## src/rtl/lc3b_types.sv

```systemverilog
// Shared LC-3b predictor types: BHT history, PHT index/counter types, counter constants and the PHT index hash.
// PHT_GSHARE_EN selects the XOR (gshare) index instead of the {pc, hist} concatenation.
package lc3b_types;

    localparam int PHT_HIST_W = 4;
    localparam int PHT_IDX_W  = 6;

    typedef logic [PHT_HIST_W-1:0] lc3b_bht_out;
    typedef logic [PHT_IDX_W-1:0]  lc3b_pht_ind;
    typedef logic [1:0]            lc3b_pht_ctr;

    localparam lc3b_pht_ctr PHT_SNT      = 2'b00;
    localparam lc3b_pht_ctr PHT_WNT      = 2'b01;
    localparam lc3b_pht_ctr PHT_WT       = 2'b10;
    localparam lc3b_pht_ctr PHT_ST       = 2'b11;
    localparam lc3b_pht_ctr PHT_INIT_VAL = PHT_WNT;

    typedef enum logic [0:0] {
        PHT_ST_INIT = 1'b0,
        PHT_ST_RUN  = 1'b1
    } pht_state_e;

    // Low PC bits above the history, or all PC bits XORed with the zero-extended history.
    function automatic lc3b_pht_ind pht_index(input lc3b_pht_ind pc, input lc3b_bht_out hist);
`ifdef PHT_GSHARE_EN
        pht_index = pc ^ {{(PHT_IDX_W-PHT_HIST_W){1'b0}}, hist};
`else
        pht_index = lc3b_pht_ind'({pc, hist});
`endif
    endfunction

endpackage

```

## src/rtl/sat_counter2.sv

```systemverilog
// Combinational next value of a 2-bit saturating branch counter.
module sat_counter2
    import lc3b_types::*;
(
    input  lc3b_pht_ctr ctr,
    input  logic        taken,
    output lc3b_pht_ctr nxt
);

    // Step toward strong-taken or strong-not-taken, holding at either end.
    always_comb begin
        nxt = ctr;
        case (ctr)
            PHT_SNT: nxt = taken ? PHT_WNT : PHT_SNT;
            PHT_WNT: nxt = taken ? PHT_WT  : PHT_SNT;
            PHT_WT:  nxt = taken ? PHT_ST  : PHT_WNT;
            PHT_ST:  nxt = taken ? PHT_ST  : PHT_WT;
            default: nxt = ctr;
        endcase
    end

endmodule

```

## src/rtl/pattern_history_table.sv

```systemverilog
// Pattern history table: 2-bit counter array with registered prediction, 2-stage update RMW and forwarding.
// Index hash follows PHT_GSHARE_EN (see lc3b_types).
module pattern_history_table
    import lc3b_types::*;
#(
    parameter int HIST_W = PHT_HIST_W,
    parameter int IDX_W  = PHT_IDX_W
) (
    input  logic              clk,
    input  logic              rst_n,
    output logic              ready,
    input  logic              pred_valid,
    input  logic [IDX_W-1:0]  pred_pc,
    input  logic [HIST_W-1:0] pred_hist,
    output logic              pred_out_valid,
    output logic              pred_taken,
    output logic [1:0]        pred_ctr,
    input  logic              upd_valid,
    input  logic [IDX_W-1:0]  upd_pc,
    input  logic [HIST_W-1:0] upd_hist,
    input  logic              upd_taken
);

    localparam int DEPTH = 1 << IDX_W;

    pht_state_e       state_r;
    logic [IDX_W-1:0] init_idx_r;
    logic             ready_r;
    lc3b_pht_ctr      mem_r [DEPTH];

    logic             run_s;
    logic [IDX_W-1:0] pred_idx_s;
    logic [IDX_W-1:0] upd_idx_s;
    lc3b_pht_ctr      pred_rd_s;
    lc3b_pht_ctr      u1_rd_s;
    lc3b_pht_ctr      u2_new_s;

    logic             u1_valid_r;
    logic [IDX_W-1:0] u1_idx_r;
    logic             u1_taken_r;
    logic             u2_valid_r;
    logic [IDX_W-1:0] u2_idx_r;
    logic             u2_taken_r;
    lc3b_pht_ctr      u2_ctr_r;

    logic             pred_out_valid_r;
    logic             pred_taken_r;
    lc3b_pht_ctr      pred_ctr_r;

    assign run_s      = (state_r == PHT_ST_RUN);
    assign pred_idx_s = pht_index(pred_pc, pred_hist);
    assign upd_idx_s  = pht_index(upd_pc, upd_hist);

    sat_counter2 u_sat (
        .ctr   (u2_ctr_r),
        .taken (u2_taken_r),
        .nxt   (u2_new_s)
    );

    // Read muxes with write-first bypass from the U2 write port.
    always_comb begin
        pred_rd_s = mem_r[pred_idx_s];
        u1_rd_s   = mem_r[u1_idx_r];
        if (u2_valid_r && (u2_idx_r == pred_idx_s)) begin
            pred_rd_s = u2_new_s;
        end else begin
            pred_rd_s = mem_r[pred_idx_s];
        end
        if (u2_valid_r && (u2_idx_r == u1_idx_r)) begin
            u1_rd_s = u2_new_s;
        end else begin
            u1_rd_s = mem_r[u1_idx_r];
        end
    end

    // Init walk FSM: one weakly-not-taken write per cycle, then RUN until reset.
    always_ff @(posedge clk or negedge rst_n) begin
        if (!rst_n) begin
            state_r    <= PHT_ST_INIT;
            init_idx_r <= {IDX_W{1'b0}};
            ready_r    <= 1'b0;
        end else begin
            case (state_r)
                PHT_ST_INIT: begin
                    if (init_idx_r == {IDX_W{1'b1}}) begin
                        state_r <= PHT_ST_RUN;
                        ready_r <= 1'b1;
                    end else begin
                        init_idx_r <= init_idx_r + {{(IDX_W-1){1'b0}}, 1'b1};
                    end
                end
                PHT_ST_RUN: begin
                    ready_r <= 1'b1;
                end
                default: begin
                    state_r    <= PHT_ST_INIT;
                    init_idx_r <= {IDX_W{1'b0}};
                    ready_r    <= 1'b0;
                end
            endcase
        end
    end

    // Counter array write port; contents are not reset because the walk rewrites them.
    always_ff @(posedge clk) begin
        if (state_r == PHT_ST_INIT) begin
            mem_r[init_idx_r] <= PHT_INIT_VAL;
        end else if (u2_valid_r) begin
            mem_r[u2_idx_r] <= u2_new_s;
        end
    end

    // Update pipeline: U1 captures the request, U2 holds the forwarded read for the saturating write.
    always_ff @(posedge clk or negedge rst_n) begin
        if (!rst_n) begin
            u1_valid_r <= 1'b0;
            u1_idx_r   <= {IDX_W{1'b0}};
            u1_taken_r <= 1'b0;
            u2_valid_r <= 1'b0;
            u2_idx_r   <= {IDX_W{1'b0}};
            u2_taken_r <= 1'b0;
            u2_ctr_r   <= PHT_SNT;
        end else begin
            u1_valid_r <= upd_valid && run_s;
            u1_idx_r   <= upd_idx_s;
            u1_taken_r <= upd_taken;
            u2_valid_r <= u1_valid_r;
            u2_idx_r   <= u1_idx_r;
            u2_taken_r <= u1_taken_r;
            u2_ctr_r   <= u1_rd_s;
        end
    end

    // Registered prediction result; requests during the walk are dropped.
    always_ff @(posedge clk or negedge rst_n) begin
        if (!rst_n) begin
            pred_out_valid_r <= 1'b0;
            pred_taken_r     <= 1'b0;
            pred_ctr_r       <= PHT_SNT;
        end else if (pred_valid && run_s) begin
            pred_out_valid_r <= 1'b1;
            pred_taken_r     <= pred_rd_s[1];
            pred_ctr_r       <= pred_rd_s;
        end else begin
            pred_out_valid_r <= 1'b0;
        end
    end

    assign ready          = ready_r;
    assign pred_out_valid = pred_out_valid_r;
    assign pred_taken     = pred_taken_r;
    assign pred_ctr       = pred_ctr_r;

endmodule

```

## config.mk

```make
export PLATFORM = sky130hd
export DESIGN_NAME = pattern_history_table
export DESIGN_NICKNAME = d
export VERILOG_FILES = /design/src/rtl/lc3b_types.sv /design/src/rtl/sat_counter2.sv /design/src/rtl/pattern_history_table.sv
export SDC_FILE = /design/constraint.sdc
export NUM_CORES = 1
export LEC_CHECK = 0
export CORE_ASPECT_RATIO = 1.75
export CORE_MARGIN = 5
export CORE_UTILIZATION = 36
export CTS_CLUSTER_DIAMETER = 120
export CTS_CLUSTER_SIZE = 24
export DETAILED_ROUTE_END_ITERATION = 6
export PLACE_DENSITY = 0.48
export RECOVER_POWER = 25
export SKIP_CTS_REPAIR_TIMING = 1
export SLEW_MARGIN = 20
export SYNTH_ARGS = -nofsm -noshare
export SYNTH_HDL_FRONTEND = slang
export SYNTH_SLANG_ARGS = --single-unit
```

## constraint.sdc

```tcl
create_clock -name clk -period 3.95 [get_ports clk]
set_input_delay 0.79 -clock clk [delete_from_list [all_inputs] [get_ports clk]]
set_output_delay 0.79 -clock clk [all_outputs]
set_load 0.1 [all_outputs]
```

==> results.cfg, run 1 <==
[die]
num_rows = 70
die_h_um = 203
die_area_um2 = 24500
start_util_pct = 36.7
die_w_um = 120
core_area_um2 = 20900
io_pins = 30

[synth]
yosys_warnings = 0
yosysSeqAreaShare_pct = 59.5
syn_inst = 474
synth-seq-cells = 157
yosys.cell_count.top_type = edfxtp_1
synth_top_area_share_pct = 50.1
synthTopCellsByCount = 128 x edfxtp_1, 72 x nor2_1, 45 x mux4_2
synthFlopType = edfxtp_1
synth_cell_types = 48
yosys-top-cells-area = edfxtp_1 50%, mux4_2 13%, dfrtp_1 9.5%
syn_nets = 500
synth-async-reset-ratio_pct = 18.5
syn_area_per_cell_um2 = 16.2
synth_edf_count = 128
syn_area_um2 = 7680
yosys.area.top_type = edfxtp_1

[placed_design]
dp_hpwl_um = 14000
place_worst_setup_slack_ps = 762
place_area_um2 = 8120
io_buffers = 21
dp.cells = 732
place_congestion = 0.819

[critical_path]
cp_top_family = simple AND/OR/NAND/NOR gates
crit_arrival_ps = 2970
end_kind = register
r2r_end = mem_r[30][0]
crit_chain = nand2_1 > or2_1
timing.rr.start = run_s
crit_fanout = 64
critPathKind = register to register
reg2reg_depth = 2
required_ps = 3870
worst-path-buf-inv = 0
slowest_stage = or2_1
cp-start-kind = register
ff2ff_setup_slack_ps = 900
critPathMaxStageDelay_ps = 1580

[cts]
htree_num_levels = 4
clock_sinks = 157
numCtsBuffers = 17
clockBufferDepth = 2
path_clk_slew_ps = 60
cts_root_buf = clkbuf_16
insertion_delay_ps = 430
cts_tree = built

[drt]
drcViolationCount = 0
first_iter_violations = 356
num_vias = 4455
wl_um = 20400
wire_per_inst_um = 26.7
drtAntennaViolNets = 0
routed_via_density = 5.83
drtPass1Iterations = 5

[timing]
max_freq_mhz = 328
rsz0062_at_grt = false
post-route-min-period_ps = 3050
tightest_slew_ps = 2070
slew_headroom_pct = -38.3
setup_tns_ps = 0
period_share_pct = 77.2
fin_skew_ps = 7.54
report.final.slew_viol_count = 95
setup_violations = 0
hold_violations = 0
finalWorstSetupSlack_ps = 901

[cells_and_area]
stdcell_count = 764
n_antenna_cell = 0
drive_above_1_share_pct = 18.4
final_cell_area_um2 = 8720
finalNetCount = 525
nFillCells = 1900
area_growth_pct = 13.6

[job]
maxCapViolCount = 2

[worst_hold_path]
hp-start = u1_taken_r
hold_depth = 0
hold_end = u2_taken_r
hp-class = register to register

[grt]
grt_pass1_wl_um = 30300
grtUsageTotal_pct = 17.5
grt_overflow = 0
antenna_found_initial = 0
grt_pass1_vias = 4713
grt_max_degree = 65

[pwr]
p_leak_nw = 2.48
p_per_area_nw_per_um2 = 417
power.total_w = 0.00364
vdd_drop_max_uv = 306

[run_status]
violations = max-capacitance violations, max-slew violations
status = complete, but fails checks
placed cells by master, fill, tap and decap left out, types with 6 or more instances in the layout:
master	n
inv_1	8
nand2_1	32
xnor2_1	10
mux4_1	25
nand3_1	6
nor2_1	72
nand2b_1	8
xor2_1	7
edfxtp_1	128
dfrtp_1	28
mux4_2	45
buf_4	9
dlygate4sd3_1	9
clkdlybuf4s50_1	11
clkbuf_16	17
mux2_2	8
final cells by class:
cell class                      count  area, um2  area share (%)
Tap cell                          252        315            3.62
Sequential cell                   157       4570            52.4
Timing Repair Buffer               32        297            3.40
Multi-Input combinational cell    282       2900            33.2
Clock buffer                       20        437            5.01
Inverter                            9       33.8           0.387
Clock inverter                     12        169            1.94
where the power goes:
part	total [W]	leakage (nW)	switching (W)	internal, W
logic	0.000142	0.943	0.0000724	0.0000695
clock network	0.00170	0.287	0.000646	0.00105
registers	0.00180	1.25	0.0000233	0.00178
sequential cells by signal, indices dropped and copies added, names as in the netlist, 2 cells and up:
register	cells
u2_ctr_r	2
init_idx_r	6
mem_r	128
u2_idx_r	6
u1_idx_r	6
metal layers:
layer / global-route usage (%) / vias up / part of all wire, %
met5: 0 / - / 0
met4: 9.97 / 0 / 5.1
met3: 3.61 / 48 / 4.2
met2: 30.9 / 150 / 54
met1: 19.4 / 2301 / 36
li1: - / 1956 / -
how the worst max path moves through the flow:
| stage | slack (ps) | end | cells past startpoint | startpoint |
|---|---|---|---|---|
| 2_1_floorplan | 860 | mem_r[0][1] | 4 | run_s |
| 3_3_place_gp | 750 | pred_ctr[0] | 7 | pred_hist[0] |
| 3_5_place_dp | 760 | pred_ctr[0] | 7 | pred_hist[0] |
| 4_1_cts | 1130 | u2_ctr_r[0] | 6 | u1_idx_r[0] |
| 5_1_grt | 510 | mem_r[30][0] | 2 | run_s |
| 6_report | 900 | mem_r[30][0] | 2 | run_s |
metrics by stage:
step / hold slack [ps] / utilization (%)
after global placement: 339 / 38.8
after global routing: 366 / 41.7
after detailed placement: 340 / 38.8
after CTS: 355 / 41.7
final: 350 / 41.7
after floorplan: 331 / -
worst register-to-register path: cells and delay by family (launching register included):
family           cells  cell delay [ps]
and+or+nand+nor      2             2040
DFF                  1              490
cell families after synthesis:
logic type | synth area share (%)
AOI/OAI and AO/OA | 3.13
adders and majority gates | 0.424
and+or+nand+nor | 8.57
buffers and inverters | 2.84
muxes | 23.6
DFF | 59.5
xor gates and xnor gates | 1.94
No activity file was read; power rests on OpenSTA's default activity.
==> inputs of run 2 (changes only) <==
--- a/config.mk
+++ b/config.mk
@@ -11,7 +11,7 @@
 export CTS_CLUSTER_DIAMETER = 120
 export CTS_CLUSTER_SIZE = 24
 export DETAILED_ROUTE_END_ITERATION = 6
-export PLACE_DENSITY = 0.48
+export PLACE_DENSITY = 0.5
 export RECOVER_POWER = 25
 export SKIP_CTS_REPAIR_TIMING = 1
 export SLEW_MARGIN = 20
==> constraint.sdc (replaced) <==
create_clock -name clk -period 2.5 [get_ports clk]
set_input_delay 0.5 -clock clk [delete_from_list [all_inputs] [get_ports clk]]
set_output_delay 0.5 -clock clk [all_outputs]
set_load 0.1 [all_outputs]
==> results.cfg, run 2 (synthesis gave the netlist of run 1 again) <==
[run_status]
status = complete, but fails checks
violations = max-capacitance violations, max-slew violations

[placed_design]
dp_hpwl_um = 14800
place_worst_setup_slack_ps = -83.0
place_congestion = 0.910
place_area_um2 = 8510
io_buffers = 21

[drt]
num_vias = 4585
drcViolationCount = 0
wire_per_inst_um = 26.3
top_layer = met4
dr_wl_met3_um = 821
drtPass1Iterations = 7
first_iter_violations = 382
drtAntennaViolNets = 0
routed_via_density = 5.71
wl_met1_um = 7550
wl_um = 21100
wl_met2_um = 11700

[pwr]
power.total_w = 0.00596
seqPwrFrac_pct = 47.4
vdd_drop_max_uv = 461
p_clk_share_pct = 47.9
switchingPower_w = 0.00130
p_int_w = 0.00466
combPwrFrac_pct = 4.7
p_leak_nw = 2.72
p_per_area_nw_per_um2 = 654
p_sw_share_pct = 21.8

[job]
maxCapViolCount = 1

[cts]
numCtsBuffers = 17
htree_num_levels = 4
insertion_delay_ps = 430
path_clk_slew_ps = 70
cts_tree = built
cts_root_buf = clkbuf_16
clockBufferDepth = 2
clock_sinks = 157

[cells_and_area]
n_antenna_cell = 0
regArea_um2 = 4570
regMostFlops = mem_r
multi_input_area_um2 = 2900
final_cell_area_um2 = 9120
layout_commonest_cell = edfxtp_1
finalNetCount = 564
nFillCells = 1880
largest_register_ffs = 128
drive_above_1_share_pct = 25.2
fin_util_pct = 43.6
area_growth_pct = 18.8
final_cell_mix = 128 x edfxtp_1, 72 x nor2_1, 45 x mux4_2

[critical_path]
slowest_stage = mux4_1
crit_chain = buf_12 > buf_12 > mux4_1 > mux2_2 > o22ai_1 > a2111oi_0 > a211o_1
worst-path-buf-inv = 2
crit_arrival_ps = 2670
ff2ff_setup_slack_ps = 140
cp-start-kind = register
cp.depth = 7
timing.critical_path.to = u2_ctr_r[0]
critPathMaxStageDelay_ps = 580
crit_top_cell = buf_12
crit_fanout = 16
cp_top_family = multiplexers
end_kind = register
critPathKind = register to register
r2r_end = u2_ctr_r[0]
cp-startpoint = u1_idx_r[0]
required_ps = 2810
timing.rr.start = u1_idx_r[0]
reg2reg_depth = 7

[grt]
antenna_found_initial = 0
grtUsageTotal_pct = 17.8
grt_overflow = 0
grt_pass1_vias = 4922
grt_pass1_wl_um = 31000
grt_max_degree = 65

[timing]
tightest_slew_ps = 1640
rsz0062_at_grt = false
period_share_pct = 94.3
fin_skew_ps = 7.59
finalWorstSetupSlack_ps = 142
slew_headroom_pct = -9.65
setup_tns_ps = 0
post-route-min-period_ps = 2360
report.final.slew_viol_count = 30
max_freq_mhz = 424
setup_violations = 0
hold_violations = 0

[die]
core_area_um2 = 20900
io_pins = 30
die_area_um2 = 24500
die_w_um = 120
start_util_pct = 36.7
num_rows = 70
die_h_um = 203

[worst_hold_path]
hp-class = register to register
run 2: cell type report:
cell class / instances / share of cell area [%]
Sequential cell: 157 / 50.1
Timing Repair Buffer: 71 / 7.12
Tap cell: 252 / 3.46
Multi-Input combinational cell: 282 / 31.8
Clock inverter: 15 / 2.50
Inverter: 9 / 0.370
Clock buffer: 17 / 4.66
run 2: routing by layer:
layer  track usage (%)  vias up
met2              32.6      144
met4              9.81        0
met1              19.0     2371
met3              3.36       37
li1                  -     2033
met5                 0        -
run 2: worst reg2reg max path, stage by stage (launching register included):
cell and delay [ps]:
dfrtp_2 430, buf_12 190, buf_12 180, mux4_1 590, mux2_2 320, o22ai_1 190, a2111oi_0 100, a211o_1 260
run 2: worst min path at each step:
stage | startpoint | to | slack (ps) | cells past startpoint
finish | u1_taken_r | u2_taken_r | 360 | 0
global route | u1_valid_r | u2_valid_r | 370 | 0
CTS | u1_valid_r | u2_valid_r | 360 | 0
detailed placement | u1_valid_r | u2_valid_r | 340 | 0
global placement | u1_valid_r | u2_valid_r | 340 | 0
floorplan | rst_n | init_idx_r[0] | 200 | 0
run 2: power by group through the flow:
stage	combinational, W	clock [W]	sequential [W]
floorplan	0.000172	0	0.00287
global placement	0.000281	0	0.00288
detailed placement	0.000283	0	0.00288
CTS	0.000284	0.00290	0.00283
global route	0.000295	0.00302	0.00283
finish	0.000279	0.00286	0.00283
run 2: through the flow:
step	std cells	hold slack, ps
final	803	358
after global routing	803	371
after CTS	803	361
after detailed placement	771	336
after global placement	771	337
after floorplan	474	204
